$ cat config.mk
export PLATFORM = sky130hd
export DESIGN_NAME = decode
export DESIGN_NICKNAME = d
export VERILOG_FILES = /design/src/rtl/decode.sv
export SDC_FILE = /design/constraint.sdc
export NUM_CORES = 1
export LEC_CHECK = 0
export ABC_CLOCK_PERIOD_IN_PS = 5720
export CAP_MARGIN = 10
export CORE_MARGIN = 1.5
export CORE_UTILIZATION = 55
export DETAILED_ROUTE_END_ITERATION = 8
export PLACE_DENSITY = 0.7
export SYNTH_ARGS = -nofsm -noshare
export SYNTH_HDL_FRONTEND = slang
export SYNTH_SLANG_ARGS = --single-unit
$ cat constraint.sdc
create_clock -name clk -period 5.72 [get_ports clk]
set_clock_uncertainty 0.1 [all_clocks]
set_input_delay 1.144 -clock clk [delete_from_list [all_inputs] [get_ports clk]]
set_output_delay 1.144 -clock clk [all_outputs]
set_load 0.02 [all_outputs]
$ cat src/rtl/decode.sv
// decode: RV32I decode stage with register file, load-use stall and flush.
// Define DECODE_WB_BYPASS_EN to forward the writeback port to same-cycle reads.
`ifndef WORD
`define WORD 32
`endif

module decode #(
  parameter int WIDTH = `WORD,
  parameter int NREGS = 32
) (
  input  logic             clk,
  input  logic             reset,
  input  logic [WIDTH-1:0] pcD,
  input  logic [WIDTH-1:0] instrD,
  input  logic             wbenW,
  input  logic [4:0]       wbaddrW,
  input  logic [WIDTH-1:0] wbdataW,
  input  logic             flushD,
  output logic             stallF,
  output logic [WIDTH-1:0] pcE,
  output logic [WIDTH-1:0] rs1valE,
  output logic [WIDTH-1:0] rs2valE,
  output logic [WIDTH-1:0] immE,
  output logic [4:0]       rs1E,
  output logic [4:0]       rs2E,
  output logic [4:0]       rdE,
  output logic [2:0]       funct3E,
  output logic             f7bE,
  output logic [3:0]       opclassE,
  output logic             validE,
  output logic             regwrE,
  output logic             memrdE
);

  localparam logic [6:0] OPC_OP     = 7'b0110011;
  localparam logic [6:0] OPC_OPIMM  = 7'b0010011;
  localparam logic [6:0] OPC_LOAD   = 7'b0000011;
  localparam logic [6:0] OPC_STORE  = 7'b0100011;
  localparam logic [6:0] OPC_BRANCH = 7'b1100011;
  localparam logic [6:0] OPC_JAL    = 7'b1101111;
  localparam logic [6:0] OPC_JALR   = 7'b1100111;
  localparam logic [6:0] OPC_LUI    = 7'b0110111;
  localparam logic [6:0] OPC_AUIPC  = 7'b0010111;
  localparam logic [6:0] OPC_SYSTEM = 7'b1110011;

  localparam logic [3:0] OC_OP     = 4'd0;
  localparam logic [3:0] OC_OPIMM  = 4'd1;
  localparam logic [3:0] OC_LOAD   = 4'd2;
  localparam logic [3:0] OC_STORE  = 4'd3;
  localparam logic [3:0] OC_BRANCH = 4'd4;
  localparam logic [3:0] OC_JAL    = 4'd5;
  localparam logic [3:0] OC_JALR   = 4'd6;
  localparam logic [3:0] OC_LUI    = 4'd7;
  localparam logic [3:0] OC_AUIPC  = 4'd8;
  localparam logic [3:0] OC_SYSTEM = 4'd9;
  localparam logic [3:0] OC_ILL    = 4'd15;

  typedef struct packed {
    logic             valid;
    logic             regwr;
    logic             memrd;
    logic [3:0]       cls;
    logic [2:0]       f3;
    logic             f7b;
    logic [4:0]       rs1;
    logic [4:0]       rs2;
    logic [4:0]       rd;
    logic [WIDTH-1:0] pc;
    logic [WIDTH-1:0] rs1v;
    logic [WIDTH-1:0] rs2v;
    logic [WIDTH-1:0] imm;
  } e_t;

  logic [6:0]       opc;
  logic [4:0]       rs1;
  logic [4:0]       rs2;
  logic [4:0]       rd;
  logic             i31;
  logic [3:0]       cls;
  logic [WIDTH-1:0] imm;
  logic [WIDTH-1:0] imm_i;
  logic [WIDTH-1:0] imm_s;
  logic [WIDTH-1:0] imm_b;
  logic [WIDTH-1:0] imm_u;
  logic [WIDTH-1:0] imm_j;
  logic             wr_cls;
  logic             rs1_used;
  logic             rs2_used;
  logic             load_use;
  logic             rf_we;
  logic [WIDTH-1:0] rs1_val;
  logic [WIDTH-1:0] rs2_val;
  logic [WIDTH-1:0] rf_q [NREGS];
  e_t               e_d;
  e_t               e_q;

  assign opc = instrD[6:0];
  assign rd  = instrD[11:7];
  assign rs1 = instrD[19:15];
  assign rs2 = instrD[24:20];
  assign i31 = instrD[31];

  always_comb begin
    cls = OC_ILL;
    unique case (1'b1)
      (opc == OPC_OP):     cls = OC_OP;
      (opc == OPC_OPIMM):  cls = OC_OPIMM;
      (opc == OPC_LOAD):   cls = OC_LOAD;
      (opc == OPC_STORE):  cls = OC_STORE;
      (opc == OPC_BRANCH): cls = OC_BRANCH;
      (opc == OPC_JAL):    cls = OC_JAL;
      (opc == OPC_JALR):   cls = OC_JALR;
      (opc == OPC_LUI):    cls = OC_LUI;
      (opc == OPC_AUIPC):  cls = OC_AUIPC;
      (opc == OPC_SYSTEM): cls = OC_SYSTEM;
      default:             cls = OC_ILL;
    endcase
  end

  assign imm_i = {{(WIDTH-11){i31}}, instrD[30:20]};
  assign imm_s = {{(WIDTH-11){i31}}, instrD[30:25], instrD[11:7]};
  assign imm_b = {{(WIDTH-12){i31}}, instrD[7], instrD[30:25],
                  instrD[11:8], 1'b0};
  assign imm_u = {{(WIDTH-31){i31}}, instrD[30:12], 12'b0};
  assign imm_j = {{(WIDTH-20){i31}}, instrD[19:12], instrD[20],
                  instrD[30:21], 1'b0};

  always_comb begin
    imm = '0;
    unique case (1'b1)
      (cls == OC_OPIMM),
      (cls == OC_LOAD),
      (cls == OC_JALR):   imm = imm_i;
      (cls == OC_STORE):  imm = imm_s;
      (cls == OC_BRANCH): imm = imm_b;
      (cls == OC_LUI),
      (cls == OC_AUIPC):  imm = imm_u;
      (cls == OC_JAL):    imm = imm_j;
      default:            imm = '0;
    endcase
  end

  assign wr_cls = (cls == OC_OP) || (cls == OC_OPIMM) ||
                  (cls == OC_LOAD) || (cls == OC_JAL) ||
                  (cls == OC_JALR) || (cls == OC_LUI) ||
                  (cls == OC_AUIPC);

  assign rs1_used = !((cls == OC_LUI) || (cls == OC_AUIPC) ||
                      (cls == OC_JAL));
  assign rs2_used = (cls == OC_OP) || (cls == OC_STORE) ||
                    (cls == OC_BRANCH);

  assign rf_we = wbenW && (wbaddrW != 5'd0) &&
                 (32'(wbaddrW) < 32'(NREGS));

  // x0 has no storage: entry 0 is never written and reads are forced to 0
  always_ff @(posedge clk) begin
    if (rf_we) rf_q[wbaddrW] <= wbdataW;
  end

  always_comb begin
    rs1_val = '0;
    if (rs1 != 5'd0 && 32'(rs1) < 32'(NREGS)) rs1_val = rf_q[rs1];
`ifdef DECODE_WB_BYPASS_EN
    if (rf_we && wbaddrW == rs1) rs1_val = wbdataW;
`endif
  end

  always_comb begin
    rs2_val = '0;
    if (rs2 != 5'd0 && 32'(rs2) < 32'(NREGS)) rs2_val = rf_q[rs2];
`ifdef DECODE_WB_BYPASS_EN
    if (rf_we && wbaddrW == rs2) rs2_val = wbdataW;
`endif
  end

  assign load_use = e_q.valid && e_q.memrd && (e_q.rd != 5'd0) &&
                    ((e_q.rd == rs1 && rs1_used) ||
                     (e_q.rd == rs2 && rs2_used));

  // a flush already discards this instruction, so it never needs to stall
  assign stallF = !flushD && load_use;

  always_comb begin
    e_d = '0;
    if (!flushD && !load_use) begin
      e_d.valid = 1'b1;
      e_d.regwr = wr_cls && (rd != 5'd0);
      e_d.memrd = (cls == OC_LOAD);
      e_d.cls   = cls;
      e_d.f3    = instrD[14:12];
      e_d.f7b   = instrD[30];
      e_d.rs1   = rs1;
      e_d.rs2   = rs2;
      e_d.rd    = rd;
      e_d.pc    = pcD;
      e_d.rs1v  = rs1_val;
      e_d.rs2v  = rs2_val;
      e_d.imm   = imm;
    end
  end

  always_ff @(posedge clk or negedge reset) begin
    if (!reset) e_q <= '0;
    else        e_q <= e_d;
  end

  assign validE   = e_q.valid;
  assign regwrE   = e_q.regwr;
  assign memrdE   = e_q.memrd;
  assign opclassE = e_q.cls;
  assign funct3E  = e_q.f3;
  assign f7bE     = e_q.f7b;
  assign rs1E     = e_q.rs1;
  assign rs2E     = e_q.rs2;
  assign rdE      = e_q.rd;
  assign pcE      = e_q.pc;
  assign rs1valE  = e_q.rs1v;
  assign rs2valE  = e_q.rs2v;
  assign immE     = e_q.imm;

endmodule
==> results.md, run 1 <==
- Setup TNS: 0 ps
- Synth area leaders: edfxtp_1 60%, mux4_2 23%, dfrtp_1 7.6%
- Worst Hold Slack: 474 ps
- Global-route usage over all layers: 0.320
- Initial Util: 0.555
- Vias per cell: 7.11
- First-pass GRT wire length: 213000 um
- Crit path top cell by count: clkdlybuf4s50_1
- Area leader, netlist: edfxtp_1
- CTS Buf Count: 120
- Ys Warns: 0
- Vias in the first global route: 30297
- Post-route ant nets: 0
- Final core occ: 0.646
- Arrival time at the worst endpoint: 3660 ps
- Number of DRC markers in iteration 0: 4513
- Number of H-tree levels: 3
- Wire per inst: 35.5 um
- Post-synth top cells: 1024 x edfxtp_1, 512 x mux4_2, 256 x o22ai_1
- Max clock buf depth: 3
- Area grow syn2layout: 16.3%
- Worst setup EP type: output port
- Post-layout min period: 4900 ps
- Register area: 34600 um^2
- Final setup fails: 0
- M2 GR Usage: 0.499
- Worst reg2reg path depth: 6
- CTS tree: done
- Grt total ovfl: 0
- Drt first pass iters: 7
- CTS Hold Buffers Added: 0
- CP Launch Point: instrD[6]
- Max-Cap Viols: 0
- Max rail drop VDD: 0.000263 V
- Seq/Total Area, Yosys: 0.679
- RSZ-0062 raised after global routing: false
- Final slew viol count: 0
- I/O pins: 260
- RR Startpoint: rdE[3]$_DFF_PN0_
- Nature of the critical path startpoint: input pin
- Lkg Pwr: 19.3 nW
- Hold Path Class: input pin to async pin
- Met3 usage: 0.0725
- FFs w/ async S/R, synth: 0.131
- Latest clock arrival within the worst-skew pair: 710 ps
- Relative slew margins: 0.189
- Crit path required time: 4480 ps
- M1 GR Usage: 0.449
- Final Net Count: 2956
- GP Congestion: 0.831
- Largest net degree at the start of global routing: 155
- CP endpoint: stallF
- Leading register cell type out of synthesis: edfxtp_1
- Number of synthesized register bits: 1178
- Total power: 19.1 mW
- R2R setup slack: 2610 ps
- Port Buffers: 259
- Routed via count: 29865
- CTS resizes: 0
- Worst slew pin tran: 1210 ps
- CORE AREA: 91800 um^2
- Reg2reg end: rs1valE[31]$_DFF_PN0_
- Share of the synthesized area in the top cell type: 0.603
- Die X: 307 um
- GRT busiest layer: met2
- Die area: 94500 um^2
- DRC Markers: 0
- Share of cells above drive strength 1: 0.283
- Root Buffer: clkbuf_16
- Multi-input gate area: 15700 um^2
- Critical-path top delay cell: clkdlybuf4s50_1
- Clock Sinks: 1178
- Final Hold Viols: 0
- Post-synth EDFFs: 1024
- Final worst path period share: 0.857
- DP HPWL: 83900 um
- Slowest stage delay, CP: 640 ps
- Routed WL: 149000 um
- Worst-path clk slew: 60 ps
- Yosys cell types: 47
- DIE HEIGHT: 307 um
- Filler cells: 6140
- Row Count: 111
- Synth Instances: 2547
- Critical path fanouts, max: 15
- Worst path cell trace: clkdlybuf4s50_1 > and4b_1 > o211a_1 > nor4_1 > o21ba_2 > clkdlybuf4s50_1
- Status: completed
- Syn Area/Cell: 20.0 um^2
- Power Dens Cells: 322 nW/um^2
- Mapped Area: 51000 um^2
- Most numerous cell in the Yosys netlist: edfxtp_1
- FMAX: 0.204 GHz
- Initial antenna violation count: 5
- Setup CP Type: input pin to output port
- Setup bufs post-CTS: 0
worst min path at each step:
stage               slack, ps                    end             startpoint  depth (start not counted)
global route              560  rs1valE[29]$_DFF_PN0_                  reset                          2
CTS                       560  rs2valE[27]$_DFF_PN0_                  reset                          2
global placement         1010  rs2valE[23]$_DFF_PN0_  rf_q[3][23]$_DFFE_PP_                          4
floorplan                 750         f7bE$_DFF_PN0_                  reset                          0
detailed placement       1020  rs2valE[25]$_DFF_PN0_  rf_q[3][25]$_DFFE_PP_                          4
finish                    470  rs1valE[29]$_DFF_PN0_                  reset                          2
final cells by class:
class / instances / area share
repair buffers: 359 / 0.0582
flip-flops and latches: 1178 / 0.584
well taps: 1243 / 0.0262
multi-input cells: 1191 / 0.265
clock inverters: 53 / 0.00942
clock buffers: 172 / 0.0569
diodes: 1 / 0.0000422
inverters: 1 / 0.0000633
critical path: cells and delay by family:
kind                   cells  cell delay (ps)
and+or+nand+nor            2              720
buffers and inverters      2             1260
AOI/OAI and AO/OA          2              510
metrics by stage:
step           setup WS (ps)  std cells  area (um^2)
3_3_place_gp             910       3971        55300
2_1_floorplan           2190       2578        51100
3_5_place_dp             850       3972        55300
4_1_cts                  841       4197        59300
5_1_grt                  700       4198        59300
6_report                 821       4198        59300
metal layers:
layer,vias to the layer above,routed length (um)
li1,11556,-
met1,15833,54000
met4,6,5430
met5,-,34
met2,2153,71200
met3,317,18300
flip-flops by register name, summed over array words and instances, names as in the netlist:
register	count
rs1valE	32
rdE	5
immE	32
pcE	32
rs1E	5
rs2valE	32
rs2E	5
rf_q	1024
memrdE	1
validE	1
funct3E	3
regwrE	1
opclassE	4
f7bE	1
cell families (layout without fill, tap and decap cells):
family / count (synthesis) / count (layout) / synth area share
compound gates: 305 / 305 / 0.0371
xor+xnor: 10 / 10 / 0.00172
buf+inv: 209 / 585 / 0.0203
flops: 1178 / 1178 / 0.679
mux: 514 / 514 / 0.227
other cells: 1 / 33 / 0.0000736
simple gates: 330 / 330 / 0.0354
report_power, final:
part,switching (mW),internal (mW)
Clock,3.26,4.61
Combinational,0.883,0.697
Sequential,0.0747,9.53
Total,4.22,14.8
cells in the final DEF, fill, tap and decap left out, drive strengths merged, types with 2 or more instances in the layout:
cell and instances:
clkbuf 172, nand4 2, xnor2 8, o211ai 2
nor2 83, a21oi 29, dfrtp 154, bufinv 12
a22oi 4, o21ai 7, edfxtp 1024, inv 4
nand3 9, and2 53, and3 2, conb 32
nor2b 5, buf 105, mux4 512, nor4b 2
nand2 42, mux2i 2, or3b 3, xor2 2
nand3b 7, clkinv 38, or4 67, clkdlybuf4s50 254
nor3 44, o22ai 256, nand2b 3, or3 3
Note: power is estimated with default switching activity, not from simulation.
==> run 2, diff against run 1 <==
- PLACE_DENSITY: 0.7 -> 0.81
- SLEW_MARGIN: default -> 20
==> results.md, run 2 (synthesis results as in run 1) <==
- Crit path required time: 4480 ps (about the same)
- Final worst path period share: 0.878 (+0.0212)
- Number of DRC markers in iteration 0: 5265 (+17%)
- Largest net degree at the start of global routing: 155 (unchanged)
- CTS tree: done
- Number of H-tree levels: 3 (unchanged)
- Max rail drop VDD: 0.000236 V (-10%)
- Max-Cap Viols: 0 (unchanged)
- Most flop-heavy register: rf_q
- Vias per cell: 7.36 (+3.5%)
- Post-route ant nets: 0 (unchanged)
- Worst setup EP type: output port
- Dpl cells: 3961 (-0.28%)
- Crit path top cell by count: clkdlybuf4s50_1
- CP delay by family, top: buffers and inverters
- Hold Path Class: input pin to async pin
- Combinational power share: 0.084 (about the same)
- Latest clock arrival within the worst-skew pair: 710 ps (about the same)
- Row Count: 111 (unchanged)
- Setup bufs post-CTS: 0 (unchanged)
- Root Buffer: clkbuf_16
- Vias in the first global route: 31469 (+3.9%)
- Worst path cell trace: clkdlybuf4s50_1 > nor2_1 > nand2_1 > nor4b_1 > o21ba_2 > clkdlybuf4s50_1
- Worst slew pin tran: 1160 ps (-50.1 ps)
- Slowest stage delay, CP: 660 ps (+20 ps)
- Buffers plus inverters on the worst setup path: 2 (unchanged)
- DRC Markers: 0 (unchanged)
- GP Congestion: 0.815 (-1.9%)
- Most frequent cells in the layout: 1024 x edfxtp_1, 512 x mux4_2, 256 x o22ai_1
- Power Dens Cells: 319 nW/um^2 (-0.95%)
- First-pass GRT wire length: 216000 um (+1.4%)
- Critical path fanouts, max: 16 (+1)
- Worst-path clk slew: 60 ps (about the same)
- Share of cells above drive strength 1: 0.280 (-0.00290)
- Clock Sinks: 1178 (unchanged)
- Status: completed
- Most common cell after layout, fill and taps aside: edfxtp_1
- Area grow syn2layout: 16.0%
- CTS resizes: 0 (unchanged)
- Port Buffers: 259 (unchanged)
- Lkg Pwr: 19.2 nW (-0.71%)
- Post-layout min period: 5020 ps (+121 ps)
- Clock share of power: 0.405 (-0.008)
- Wire per inst: 36.2 um (+2.0%)
- Routed WL: 151000 um (+1.5%)
- Die area: 94500 um^2 (unchanged)
- Setup TNS: 0 ps (unchanged)
- Final setup fails: 0 (unchanged)
- FMAX: 0.199 GHz (-2.4%)
- Int Pwr: 14.6 mW (-1.6%)
- CTS Hold Buffers Added: 0 (unchanged)
- Routed via count: 30766 (+3.0%)
- Critical-path top delay cell: clkdlybuf4s50_1
- I/O pins: 260 (unchanged)
- Grt total ovfl: 0 (unchanged)
- DIE HEIGHT: 307 um (unchanged)
- Final Hold Viols: 0 (unchanged)
- Max reg flops: 1024 (unchanged)
- Max clock buf depth: 3 (unchanged)
- Die X: 307 um (unchanged)
- Post-route insts no fill: 4179 (-0.45%)
- Final slew viol count: 0 (unchanged)
- Final Net Count: 2938 (-0.61%)
- CORE AREA: 91800 um^2 (unchanged)
- Power share of the sequential group: 0.511 (+0.007)
- Initial antenna violation count: 6 (+1)
- Drt first pass iters: 9 (+2)
- Initial Util: 0.555 (unchanged)
- DP HPWL: 83000 um (-1.0%)
- Switching Power: 4.23 mW (+0.18%)
- Switching share of total power: 0.225 (+0.00310)
- Relative slew margins: 0.223 (+0.0336)
- RSZ-0062 raised after global routing: false
- Arrival time at the worst endpoint: 3780 ps (+120 ps)
- CTS Buf Count: 113 (-5.8%)
- Setup CP Type: input pin to output port
- Nature of the critical path startpoint: input pin
- Global-route usage over all layers: 0.322 (+0.00215)
[run 2: layer usage]
| layer | routed length [um] | share of wire | GRT usage | up-vias |
|---|---|---|---|---|
| met4 | 9470 | 0.063 | 0.175 | 6 |
| met2 | 72100 | 0.48 | 0.513 | 2917 |
| met5 | 40 | 0.00026 | 0 | - |
| met3 | 21500 | 0.14 | 0.0846 | 610 |
| li1 | - | - | - | 11502 |
| met1 | 48100 | 0.32 | 0.408 | 15731 |
[run 2: final cells by class]
type	instances	area, um^2
well taps	1243	1560
clock inverters	54	602
repair buffers	348	3430
multi-input cells	1191	15700
clock buffers	159	3180
fillers	5681	32700
diodes	5	12.5
flip-flops and latches	1178	34600
inverters	1	3.75
[run 2: stage by stage]
| step | area, um^2 | power, mW | utilization | worst slack [ps] | hold slack [ps] |
|---|---|---|---|---|---|
| 3_5_place_dp | 55300 | 11.3 | 0.603 | 786 | 1020 |
| 2_1_floorplan | 51100 | 10.7 | - | 2190 | 748 |
| 6_report | 59100 | 18.8 | 0.644 | 700 | 491 |
| 5_1_grt | 59100 | 19.2 | 0.644 | 471 | 577 |
| 3_3_place_gp | 55300 | 11.3 | 0.603 | 935 | 1010 |
| 4_1_cts | 59100 | 18.8 | 0.644 | 760 | 529 |
[run 2: power groups by stage]
stage / Sequential [mW] / Combinational, mW / Clock, mW
2_1_floorplan: 9.84 / 0.828 / 0
3_3_place_gp: 9.78 / 1.51 / 0
3_5_place_dp: 9.79 / 1.55 / 0
4_1_cts: 9.62 / 1.56 / 7.65
5_1_grt: 9.63 / 1.65 / 7.96
6_report: 9.62 / 1.58 / 7.63
[run 2: final timing paths]
check	from	endpoint	slack, ps	depth (start not counted)
max in group asynchronous	reset	rs1valE[4]$_DFF_PN0_	4280	2
max	instrD[2]	stallF	700	6
min in group clk	instrD[19]	immE[19]$_DFF_PN0_	900	3
min	reset	rs1valE[28]$_DFF_PN0_	490	2
max reg2reg	rdE[3]$_DFF_PN0_	rs1valE[17]$_DFF_PN0_	2500	6
min reg2reg	rf_q[17][19]$_DFFE_PP_	rs1valE[19]$_DFF_PN0_	1050	4
[run 2: worst reg2reg max path: stages, from the launching register on]
cell	delay [ps]
dfrtp_1	430
or4_1	560
o211ai_2	190
nor4b_1	110
or4_2	1090
buf_4	430
nor2_1	230
